## src/rtl/z80_pkg.sv

```systemverilog
// Shared Z80 definitions: register codes, flag bit positions, M-cycle encodings,
// write-back destinations and the 16-bit add sequencer state type.
package z80_pkg;

    localparam int unsigned DATA_W = 16;
    localparam int unsigned BYTE_W = 8;

    localparam logic [1:0] REG_BC = 2'd0;
    localparam logic [1:0] REG_DE = 2'd1;
    localparam logic [1:0] REG_HL = 2'd2;
    localparam logic [1:0] REG_SP = 2'd3;

    localparam int unsigned FLAG_C_NUM  = 0;
    localparam int unsigned FLAG_N_NUM  = 1;
    localparam int unsigned FLAG_PV_NUM = 2;
    localparam int unsigned FLAG_X_NUM  = 3;
    localparam int unsigned FLAG_H_NUM  = 4;
    localparam int unsigned FLAG_Y_NUM  = 5;
    localparam int unsigned FLAG_Z_NUM  = 6;
    localparam int unsigned FLAG_S_NUM  = 7;

    localparam logic [2:0] CYCLE_NONE     = 3'd0;
    localparam logic [2:0] CYCLE_INTERNAL = 3'd4;

    localparam logic [1:0] DST_HL = 2'd0;
    localparam logic [1:0] DST_IX = 2'd1;
    localparam logic [1:0] DST_IY = 2'd2;

    typedef enum logic [1:0] {
        ST_IDLE = 2'd0,
        ST_LO   = 2'd1,
        ST_HI   = 2'd2,
        ST_DONE = 2'd3
    } add16_state_e;

    function automatic logic [1:0] dst_code(input logic use_idx, input logic sel_iy);
        if (!use_idx) return DST_HL;
        return sel_iy ? DST_IY : DST_IX;
    endfunction

endpackage

```

## src/rtl/z80_add8_hc.sv

```systemverilog
// 8-bit adder a + b + cin with carry out of bit 3 (half) and bit 7 (carry).
module z80_add8_hc (
    input  logic [7:0] i_a,
    input  logic [7:0] i_b,
    input  logic       i_cin,
    output logic [7:0] o_sum,
    output logic       o_half,
    output logic       o_carry
);
    logic [4:0] w_lo;
    logic [4:0] w_hi;

    always_comb begin
        w_lo    = {1'b0, i_a[3:0]} + {1'b0, i_b[3:0]} + 5'(i_cin);
        w_hi    = {1'b0, i_a[7:4]} + {1'b0, i_b[7:4]} + 5'(w_lo[4]);
        o_sum   = {w_hi[3:0], w_lo[3:0]};
        o_half  = w_lo[4];
        o_carry = w_hi[4];
    end

endmodule

```

## src/rtl/z80_add16_seq.sv

```systemverilog
// Z80 ADD HL/IX/IY,ss sequenced as a 4-clock low-byte and 3-clock high-byte M-cycle.
// Define Z80_UNDOC_XY_FLAGS_EN to copy result bits 13/11 into flag bits 5/3.
module z80_add16_seq
    import z80_pkg::*;
(
    input  logic        clk,
    input  logic        reset,
    input  logic        start,
    input  logic        use_idx,
    input  logic        iy,
    input  logic [1:0]  ss,
    input  logic [15:0] bc_in,
    input  logic [15:0] de_in,
    input  logic [15:0] hl_in,
    input  logic [15:0] ix_in,
    input  logic [15:0] iy_in,
    input  logic [15:0] sp_in,
    input  logic [7:0]  f_in,
    output logic        busy,
    output logic        done,
    output logic        wr_en,
    output logic [1:0]  wr_dst,
    output logic [15:0] result_out,
    output logic [7:0]  f_out,
    output logic [2:0]  mcycle_type,
    output logic [2:0]  tstate
);
    add16_state_e      r_state;
    logic [2:0]        r_tstate;
    logic [DATA_W-1:0] r_op1;
    logic [DATA_W-1:0] r_op2;
    logic [7:0]        r_f;
    logic [1:0]        r_dst;
    logic [BYTE_W-1:0] r_lo_sum;
    logic              r_lo_carry;
    logic              r_busy;
    logic              r_done;
    logic              r_wr_en;
    logic [1:0]        r_wr_dst;
    logic [DATA_W-1:0] r_result;
    logic [7:0]        r_f_out;
    logic [2:0]        r_mcycle;

    logic [DATA_W-1:0] w_op1;
    logic [DATA_W-1:0] w_op2;
    logic              w_in_hi;
    logic [BYTE_W-1:0] w_a;
    logic [BYTE_W-1:0] w_b;
    logic              w_cin;
    logic [BYTE_W-1:0] w_sum;
    logic              w_half;
    logic              w_carry;
    logic [7:0]        w_f_new;

    // Operand selection on the live inputs; only used on the accepting edge.
    always_comb begin
        w_op1 = use_idx ? (iy ? iy_in : ix_in) : hl_in;
        case (ss)
            REG_BC:  w_op2 = bc_in;
            REG_DE:  w_op2 = de_in;
            REG_HL:  w_op2 = w_op1;
            default: w_op2 = sp_in;
        endcase
    end

    // One byte adder shared by both halves; the high half chains the saved carry.
    always_comb begin
        w_in_hi = (r_state == ST_HI);
        w_a     = w_in_hi ? r_op1[15:8] : r_op1[7:0];
        w_b     = w_in_hi ? r_op2[15:8] : r_op2[7:0];
        w_cin   = w_in_hi ? r_lo_carry : 1'b0;
    end

    z80_add8_hc u_add8 (
        .i_a     (w_a),
        .i_b     (w_b),
        .i_cin   (w_cin),
        .o_sum   (w_sum),
        .o_half  (w_half),
        .o_carry (w_carry)
    );

    // High-byte half carry is the carry out of bit 11 of the 16-bit sum.
    always_comb begin
        w_f_new             = r_f;
        w_f_new[FLAG_H_NUM] = w_half;
        w_f_new[FLAG_N_NUM] = 1'b0;
        w_f_new[FLAG_C_NUM] = w_carry;
`ifdef Z80_UNDOC_XY_FLAGS_EN
        w_f_new[FLAG_Y_NUM] = w_sum[5];
        w_f_new[FLAG_X_NUM] = w_sum[3];
`endif
    end

    always_ff @(posedge clk) begin
        if (reset) begin
            r_state    <= ST_IDLE;
            r_tstate   <= 3'd0;
            r_op1      <= '0;
            r_op2      <= '0;
            r_f        <= '0;
            r_dst      <= DST_HL;
            r_lo_sum   <= '0;
            r_lo_carry <= 1'b0;
            r_busy     <= 1'b0;
            r_done     <= 1'b0;
            r_wr_en    <= 1'b0;
            r_wr_dst   <= DST_HL;
            r_result   <= '0;
            r_f_out    <= '0;
            r_mcycle   <= CYCLE_NONE;
        end else begin
            case (r_state)
                ST_IDLE, ST_DONE: begin
                    r_done  <= 1'b0;
                    r_wr_en <= 1'b0;
                    if (start) begin
                        r_op1    <= w_op1;
                        r_op2    <= w_op2;
                        r_f      <= f_in;
                        r_dst    <= dst_code(use_idx, iy);
                        r_state  <= ST_LO;
                        r_tstate <= 3'd1;
                        r_busy   <= 1'b1;
                        r_mcycle <= CYCLE_INTERNAL;
                    end else begin
                        r_state <= ST_IDLE;
                    end
                end
                ST_LO: begin
                    if (r_tstate == 3'd4) begin
                        r_lo_sum   <= w_sum;
                        r_lo_carry <= w_carry;
                        r_state    <= ST_HI;
                        r_tstate   <= 3'd1;
                    end else begin
                        r_tstate <= r_tstate + 3'd1;
                    end
                end
                ST_HI: begin
                    if (r_tstate == 3'd3) begin
                        r_result <= {w_sum, r_lo_sum};
                        r_f_out  <= w_f_new;
                        r_wr_dst <= r_dst;
                        r_done   <= 1'b1;
                        r_wr_en  <= 1'b1;
                        r_busy   <= 1'b0;
                        r_tstate <= 3'd0;
                        r_mcycle <= CYCLE_NONE;
                        r_state  <= ST_DONE;
                    end else begin
                        r_tstate <= r_tstate + 3'd1;
                    end
                end
                default: r_state <= ST_IDLE;
            endcase
        end
    end

    assign busy        = r_busy;
    assign done        = r_done;
    assign wr_en       = r_wr_en;
    assign wr_dst      = r_wr_dst;
    assign result_out  = r_result;
    assign f_out       = r_f_out;
    assign mcycle_type = r_mcycle;
    assign tstate      = r_tstate;

endmodule

```

## config.mk

```make
export PLATFORM = sky130hd
export DESIGN_NAME = z80_add16_seq
export DESIGN_NICKNAME = d
export VERILOG_FILES = /design/src/rtl/z80_pkg.sv /design/src/rtl/z80_add8_hc.sv /design/src/rtl/z80_add16_seq.sv
export SDC_FILE = /design/constraint.sdc
export NUM_CORES = 1
export LEC_CHECK = 0
export BUFFER_PORTS_ARGS = -buffer_cell sky130_fd_sc_hd__clkbuf_2
export CORE_AREA = 4 4 99 101
export DETAILED_ROUTE_END_ITERATION = 12
export DIE_AREA = 0 0 103 105
export PLACE_DENSITY_LB_ADDON = 0.05
export SYNTH_ARGS = -nofsm -noshare
export SYNTH_HDL_FRONTEND = slang
export SYNTH_SLANG_ARGS = --single-unit
```

## constraint.sdc

```tcl
create_clock -name clk -period 4 [get_ports clk]
set_clock_uncertainty 0.1 [all_clocks]
set_input_delay 0.2 -clock clk [delete_from_list [all_inputs] [get_ports clk]]
set_output_delay 0.2 -clock clk [all_outputs]
set_load 0.01 [all_outputs]
```

==> flow_metrics.env, run 1 <==
export IMPL_status="completed"
export IMPL_yosysTopAreaCellShare_pct=35.7
export IMPL_p_int_mw=1.55
export IMPL_area_growth_pct=18.8
export IMPL_clkSinkCount=80
export IMPL_power_frac_seq_pct=39.7
export IMPL_grt_usage_pct=23.3
export IMPL_rsz0062_at_grt="no"
export IMPL_synthSimpleGateAreaFrac_pct=16.1
export IMPL_core_area_sq_um=9020
export IMPL_r2r_setup_slack_ns=0.22
export IMPL_clkTransAtPathRegs_ns=0.08
export IMPL_post_cts_buffers=0
export IMPL_grt_pass1_vias=4289
export IMPL_synth_compound_area_share_pct=28.7
export IMPL_num_fill_cells=888
export IMPL_final_setup_tns_ns=0
export IMPL_critPathCaptureType="flop"
export IMPL_netlist_top_cell_by_area="dfxtp_1"
export IMPL_ys_ff_latch=80
export IMPL_r2r_cells=12
export IMPL_cts_tree="yes"
export IMPL_firstDrtPassIters=5
export IMPL_cp_arrival_ns=3.86
export IMPL_yosys_most_used_dff="dfxtp_1"
export IMPL_power_density_nw_per_um2=473
export IMPL_worstPathMaxFanout=20
export IMPL_via_count=4329
export IMPL_wire_per_inst_microns=16.0
export IMPL_viasPerCell=5.64
export IMPL_cts_resized=0
export IMPL_required_ns=4.08
export IMPL_routed_wl_microns=12300
export IMPL_syn_cell_area_sq_um=4490
export IMPL_synth_common_cells="nand2_1 (89), dfxtp_1 (80), a21oi_1 (54), nor2_1 (39), o21ai_0 (26)"
export IMPL_fin_crit_ns=3.78
export IMPL_drc=0
export IMPL_cap_violations=0
export IMPL_drive_above_1_share_pct=27.1
export IMPL_ys_top_cells_by_area="dfxtp_1 (36%), nand2_1 (7.4%), a21oi_1 (6.0%)"
export IMPL_grt_max_degree=61
export IMPL_fmax_ghz=0.265
export IMPL_p_clk_share_pct=20.6
export IMPL_p_leak_nw=2.29
export IMPL_p_switching_uw=969
export IMPL_r2r_start="r_state[1]$_SDFFE_PP0P_"
export IMPL_grt_pass1_wl_microns=20300
export IMPL_p_comb_share_pct=39.8
export IMPL_cts_root_buf="clkbuf_8"
export IMPL_detail_route_antenna_nets=0
export IMPL_hold_depth=3
export IMPL_die_x_microns=103
export IMPL_fin_cells=767
export IMPL_syn_inst=540
export IMPL_synth_xor_xnor_area_share_pct=0.391
export IMPL_avgSynthCellArea_sq_um=8.31
export IMPL_clkLatencyLatePin_ns=0.35
export IMPL_clockBufferDepth=2
export IMPL_peakVddDrop_mv=0.266
export IMPL_muxShareOfSynthArea_pct=7.59
export IMPL_worst_pin_slew_ns=1.11
export IMPL_io_buffer_count=139
export IMPL_antenna_found_initial=0
export IMPL_timing_slew_headroom_pct=26.3
export IMPL_htree_num_levels=3
export IMPL_switching_share_pct=38.4
export IMPL_cts_buffers=9
export IMPL_ys_types=43
export IMPL_drtIter0Drc=122
export IMPL_dpl_hpwl_microns=9190
export IMPL_grt_ovfl_total=0
export IMPL_timing_critical_path_from="r_state[1]$_SDFFE_PP0P_"
export IMPL_slew_violations=0
export IMPL_r2r_end="f_out[0]$_SDFFE_PP0P_"
export IMPL_fin_crit_sh_pct=94.4
export IMPL_dpl_cell_count=746
export IMPL_synth_top_family_by_area="compound AO/OA/AOI/OAI gates"
export IMPL_io_pins=146
export IMPL_hold_viol_final=0
export IMPL_nNetsFinal=778
export IMPL_die_height_microns=105
export IMPL_finalSetupViolCount=0
export IMPL_n_antenna_cell=0
export IMPL_synth_fa_ha_area_share_pct=5.13
export IMPL_yosys_warnings=0
export IMPL_hold_class="in2reg"
export IMPL_async_flop_share_pct=0
export IMPL_synth_edf_count=0
export IMPL_yosys_cell_count_top_type="nand2_1"
export IMPL_fp_dieArea_sq_um=10800
export IMPL_crit_end="f_out[0]$_SDFFE_PP0P_"
export IMPL_gp_congestion=0.828
export IMPL_path_class="reg2reg"
export IMPL_rows=35
export IMPL_initial_utilization_pct=49.7
export IMPL_startpoint_type="flop"
export IMPL_hold_buffers=5
export IMPL_yosysSeqAreaShare_pct=35.7
[worst min path at each step]
stage / start / to / slack [ns]
2_1_floorplan: f_in[2] / r_f[2]$_SDFFE_PP0P_ / 0.24
3_3_place_gp: f_in[6] / r_f[6]$_SDFFE_PP0P_ / 0.33
3_5_place_dp: f_in[5] / r_f[5]$_SDFFE_PP0P_ / 0.33
4_1_cts: sp_in[7] / r_op2[7]$_SDFFE_PP0P_ / 0.01
5_1_grt: sp_in[7] / r_op2[7]$_SDFFE_PP0P_ / 0.05
6_report: sp_in[7] / r_op2[7]$_SDFFE_PP0P_ / 0.02
[stage by stage]
| step | hold slack (ns) | power, mW | area [sq um] | setup WS [ns] | util (%) |
|---|---|---|---|---|---|
| 4_1_cts | 0.0113 | 2.54 | 5330 | 0.259 | 59.1 |
| 5_1_grt | 0.0478 | 2.71 | 5330 | 0.0853 | 59.1 |
| 3_5_place_dp | 0.332 | 2.01 | 5110 | 0.300 | 56.7 |
| 2_1_floorplan | 0.236 | 1.74 | 4490 | 0.312 | - |
| 3_3_place_gp | 0.326 | 1.99 | 5110 | 0.360 | 56.7 |
| 6_report | 0.0217 | 2.52 | 5330 | 0.222 | 59.1 |
[power groups by stage]
stage	combinational [mW]	sequential (mW)	clock [mW]
2_1_floorplan	0.748	0.989	0
3_3_place_gp	0.974	1.01	0
3_5_place_dp	0.998	1.01	0
4_1_cts	1.01	0.998	0.534
5_1_grt	1.13	1.01	0.571
6_report	1.00	1.00	0.519
[critical path, cell delays in order (launching register included)]
cell	delay, ns
dfxtp_1	0.38
ha_1	0.32
buf_4	0.32
mux2_2	0.37
ha_1	0.34
nor2b_1	0.14
o21ai_0	0.22
nand2_1	0.12
fa_1	0.44
fa_1	0.42
a21o_1	0.17
a21oi_1	0.17
a211oi_1	0.09
[metal layers]
metal / GRT usage, % / up-vias / part of all wire [%]
met2: 39.8 / 107 / 50
met3: 4.81 / 12 / 5.1
li1: - / 2150 / -
met4: 5.27 / 0 / 1.6
met1: 29.7 / 2060 / 43
met5: 0 / - / 0
[cells by family after synthesis]
group / Yosys count
other: 1
XOR/XNOR: 2
AND/OR/NAND/NOR: 163
AO/OA/AOI/OAI: 184
adder cells (fa/ha/maj): 16
flip-flops: 80
multiplexers: 32
buffers and inverters: 62
[state kept, by name, indices dropped and copies added, names as in the netlist]
signal       count
r_state          2
f_out            7
result_out      16
wr_en            1
r_lo_carry       1
mcycle_type      1
r_dst            2
r_op1           16
tstate           3
r_lo_sum         8
wr_dst           2
r_f              5
r_op2           16
[cell usage in the layout, fill, tap and decap left out, types with 13 or more instances in the layout]
master	instances
o21a_1	16
mux2_2	16
o21ai_0	26
a21o_1	14
dfxtp_1	80
inv_1	13
a21oi_1	54
a211o_1	22
mux2i_1	16
nor2_1	39
nand2_1	89
clkbuf_2	139
[area by class of cell]
type / instances / area, sq um / area share (%)
multi-input cells: 400 / 2610 / 48.9
flip-flops and latches: 80 / 1600 / 30.1
repair buffers: 147 / 768 / 14.4
well taps: 111 / 139 / 2.61
clock buffers: 11 / 131 / 2.47
inverters: 13 / 48.8 / 0.916
clock inverters: 5 / 33.8 / 0.634
(Power assumes the default switching activity.)
==> run 2: changes to the inputs <==
--- a/config.mk
+++ b/config.mk
@@ -6,10 +6,12 @@
 export NUM_CORES = 1
 export LEC_CHECK = 0
 export BUFFER_PORTS_ARGS = -buffer_cell sky130_fd_sc_hd__clkbuf_2
+export CAP_MARGIN = 25
 export CORE_AREA = 4 4 99 101
 export DETAILED_ROUTE_END_ITERATION = 12
 export DIE_AREA = 0 0 103 105
 export PLACE_DENSITY_LB_ADDON = 0.05
+export RECOVER_POWER = 50
 export SYNTH_ARGS = -nofsm -noshare
 export SYNTH_HDL_FRONTEND = slang
 export SYNTH_SLANG_ARGS = --single-unit
==> run 2 against run 1 <==
Effect of this change: non-clock buffer count up 2; die area unchanged; routed wire length up 0.68%; via count down 0.32%; sequential share of layout area about the same; largest cell class unchanged; sequential power about the same; highest routed layer unchanged; clock-buffer cell count unchanged; worst setup slack better by 0.051 ns.
==> flow_metrics.env, run 2 (synthesized netlist as in run 1, its figures left out) <==
export IMPL_die_x_microns=103
export IMPL_detail_route_antenna_nets=0
export IMPL_rows=35
export IMPL_drtIter0Drc=137
export IMPL_core_area_sq_um=9020
export IMPL_fin_crit_sh_pct=93.2
export IMPL_worst_pin_slew_ns=1.05
export IMPL_firstDrtPassIters=4
export IMPL_mostFrequentLayoutCells="clkbuf_2 (107), nand2_1 (89), dfxtp_1 (80)"
export IMPL_grt_pass1_wl_microns=20300
export IMPL_fin_crit_ns=3.73
export IMPL_cp_slowest_cell="fa_1"
export IMPL_status="completed"
export IMPL_slowest_delay_ns=0.45
export IMPL_io_buffer_count=139
export IMPL_peakVddDrop_mv=0.266
export IMPL_wire_per_inst_microns=16.0
export IMPL_fp_dieArea_sq_um=10800
export IMPL_grt_usage_pct=23.3
export IMPL_required_ns=4.11
export IMPL_layout_commonest_cell="clkbuf_2"
export IMPL_grt_pass1_vias=4289
export IMPL_clkSinkCount=80
export IMPL_crit_chain="ha_1, buf_4, mux2_2, ha_1, nor2b_1, o21ai_0, nand2_1, fa_1, fa_1, a21o_1, a21oi_1, a211oi_1"
export IMPL_initial_utilization_pct=49.7
export IMPL_grt_ovfl_total=0
export IMPL_hold_slack_ns=0.0249
export IMPL_hold_class="in2reg"
export IMPL_die_height_microns=105
export IMPL_path_class="reg2reg"
export IMPL_p_leak_nw=2.20
export IMPL_final_core_util_pct=59.2
export IMPL_cap_violations=0
export IMPL_cts_resized=0
export IMPL_startpoint_type="flop"
export IMPL_drive_above_1_share_pct=22.3
export IMPL_viasPerCell=5.61
export IMPL_fmax_ghz=0.268
export IMPL_finalSetupViolCount=0
export IMPL_cts_buffers=9
export IMPL_dpl_hpwl_microns=9190
export IMPL_nNetsFinal=780
export IMPL_cts_tree="yes"
export IMPL_cp_arrival_ns=3.84
export IMPL_clkTransAtPathRegs_ns=0.08
export IMPL_gp_congestion=0.828
export IMPL_grt_max_degree=61
export IMPL_via_count=4315
export IMPL_routed_wl_microns=12300
export IMPL_num_fill_cells=900
export IMPL_htree_num_levels=3
export IMPL_worstPathMaxFanout=20
export IMPL_drc=0
export IMPL_hold_viol_final=0
export IMPL_cts_root_buf="clkbuf_8"
export IMPL_clkLatencyLatePin_ns=0.34
export IMPL_critPathCaptureType="flop"
export IMPL_slew_violations=0
export IMPL_n_antenna_cell=0
export IMPL_path_buf_inv=1
export IMPL_final_setup_tns_ns=0
export IMPL_clockBufferDepth=2
export IMPL_timing_slew_headroom_pct=29.8
export IMPL_antenna_found_initial=0
export IMPL_power_density_nw_per_um2=472
export IMPL_area_growth_pct=19.0
export IMPL_io_pins=146
export IMPL_rsz0062_at_grt="no"
export IMPL_critical_path_top_delay_family="adder cells"
[run 2: cell type report]
cell class / count / area, sq um / share of cell area, %
Clock inverter: 5 / 33.8 / 0.633
Inverter: 13 / 48.8 / 0.914
Clock buffer: 11 / 131 / 2.46
Timing Repair Buffer: 149 / 776 / 14.5
Tap cell: 111 / 139 / 2.60
Sequential cell: 80 / 1600 / 30.0
Multi-Input combinational cell: 400 / 2610 / 48.8
[run 2: report_power, final]
| group | switching, mW | internal (mW) | leakage [nW] |
|---|---|---|---|
| clock | 0.294 | 0.225 | 0.0793 |
| combinational | 0.591 | 0.410 | 1.47 |
| sequential | 0.0850 | 0.914 | 0.652 |
[run 2: worst register-to-register path: cells and delay by family (launching register included)]
family                     cells  cell delay, ns
AOI/OAI and AO/OA              4            0.64
adders and majority gates      4            1.53
buffers and inverters          1            0.32
DFF                            1            0.37
muxes                          1            0.37
and+or+nand+nor                2            0.25
[run 2: repair_timing]
action	in CTS	in global routing
hold endpoints to repair	5	0
hold buffers	5	0
setup buffers	0	0
[run 2: layer usage]
layer  share of wire (%)  GRT usage (%)
met4                 1.5           5.27
met5                   0              0
met3                 5.3           4.81
met2                  51           39.8
met1                  43           29.7
[run 2: path summary, 6_finish.rpt]
path / cells after the start / end / slack [ns] / from
setup reg to reg: 12 / r_lo_carry$_SDFFE_PP0P_ / 0.27 / r_state[1]$_SDFFE_PP0P_
setup / recovery: 12 / r_lo_carry$_SDFFE_PP0P_ / 0.27 / r_state[1]$_SDFFE_PP0P_
hold / removal: 3 / r_op2[7]$_SDFFE_PP0P_ / 0.02 / sp_in[7]
hold reg to reg: 2 / f_out[3]$_SDFFE_PP0P_ / 0.35 / r_f[3]$_SDFFE_PP0P_
[run 2: per-stage QoR]
step,instance area (sq um),setup WS [ns],cells,power [mW]
3_5_place_dp,5110,0.300,746,2.01
4_1_cts,5330,0.259,767,2.54
3_3_place_gp,5110,0.360,746,1.99
5_1_grt,5340,0.119,769,2.71
2_1_floorplan,4490,0.312,542,1.74
6_report,5340,0.274,769,2.52
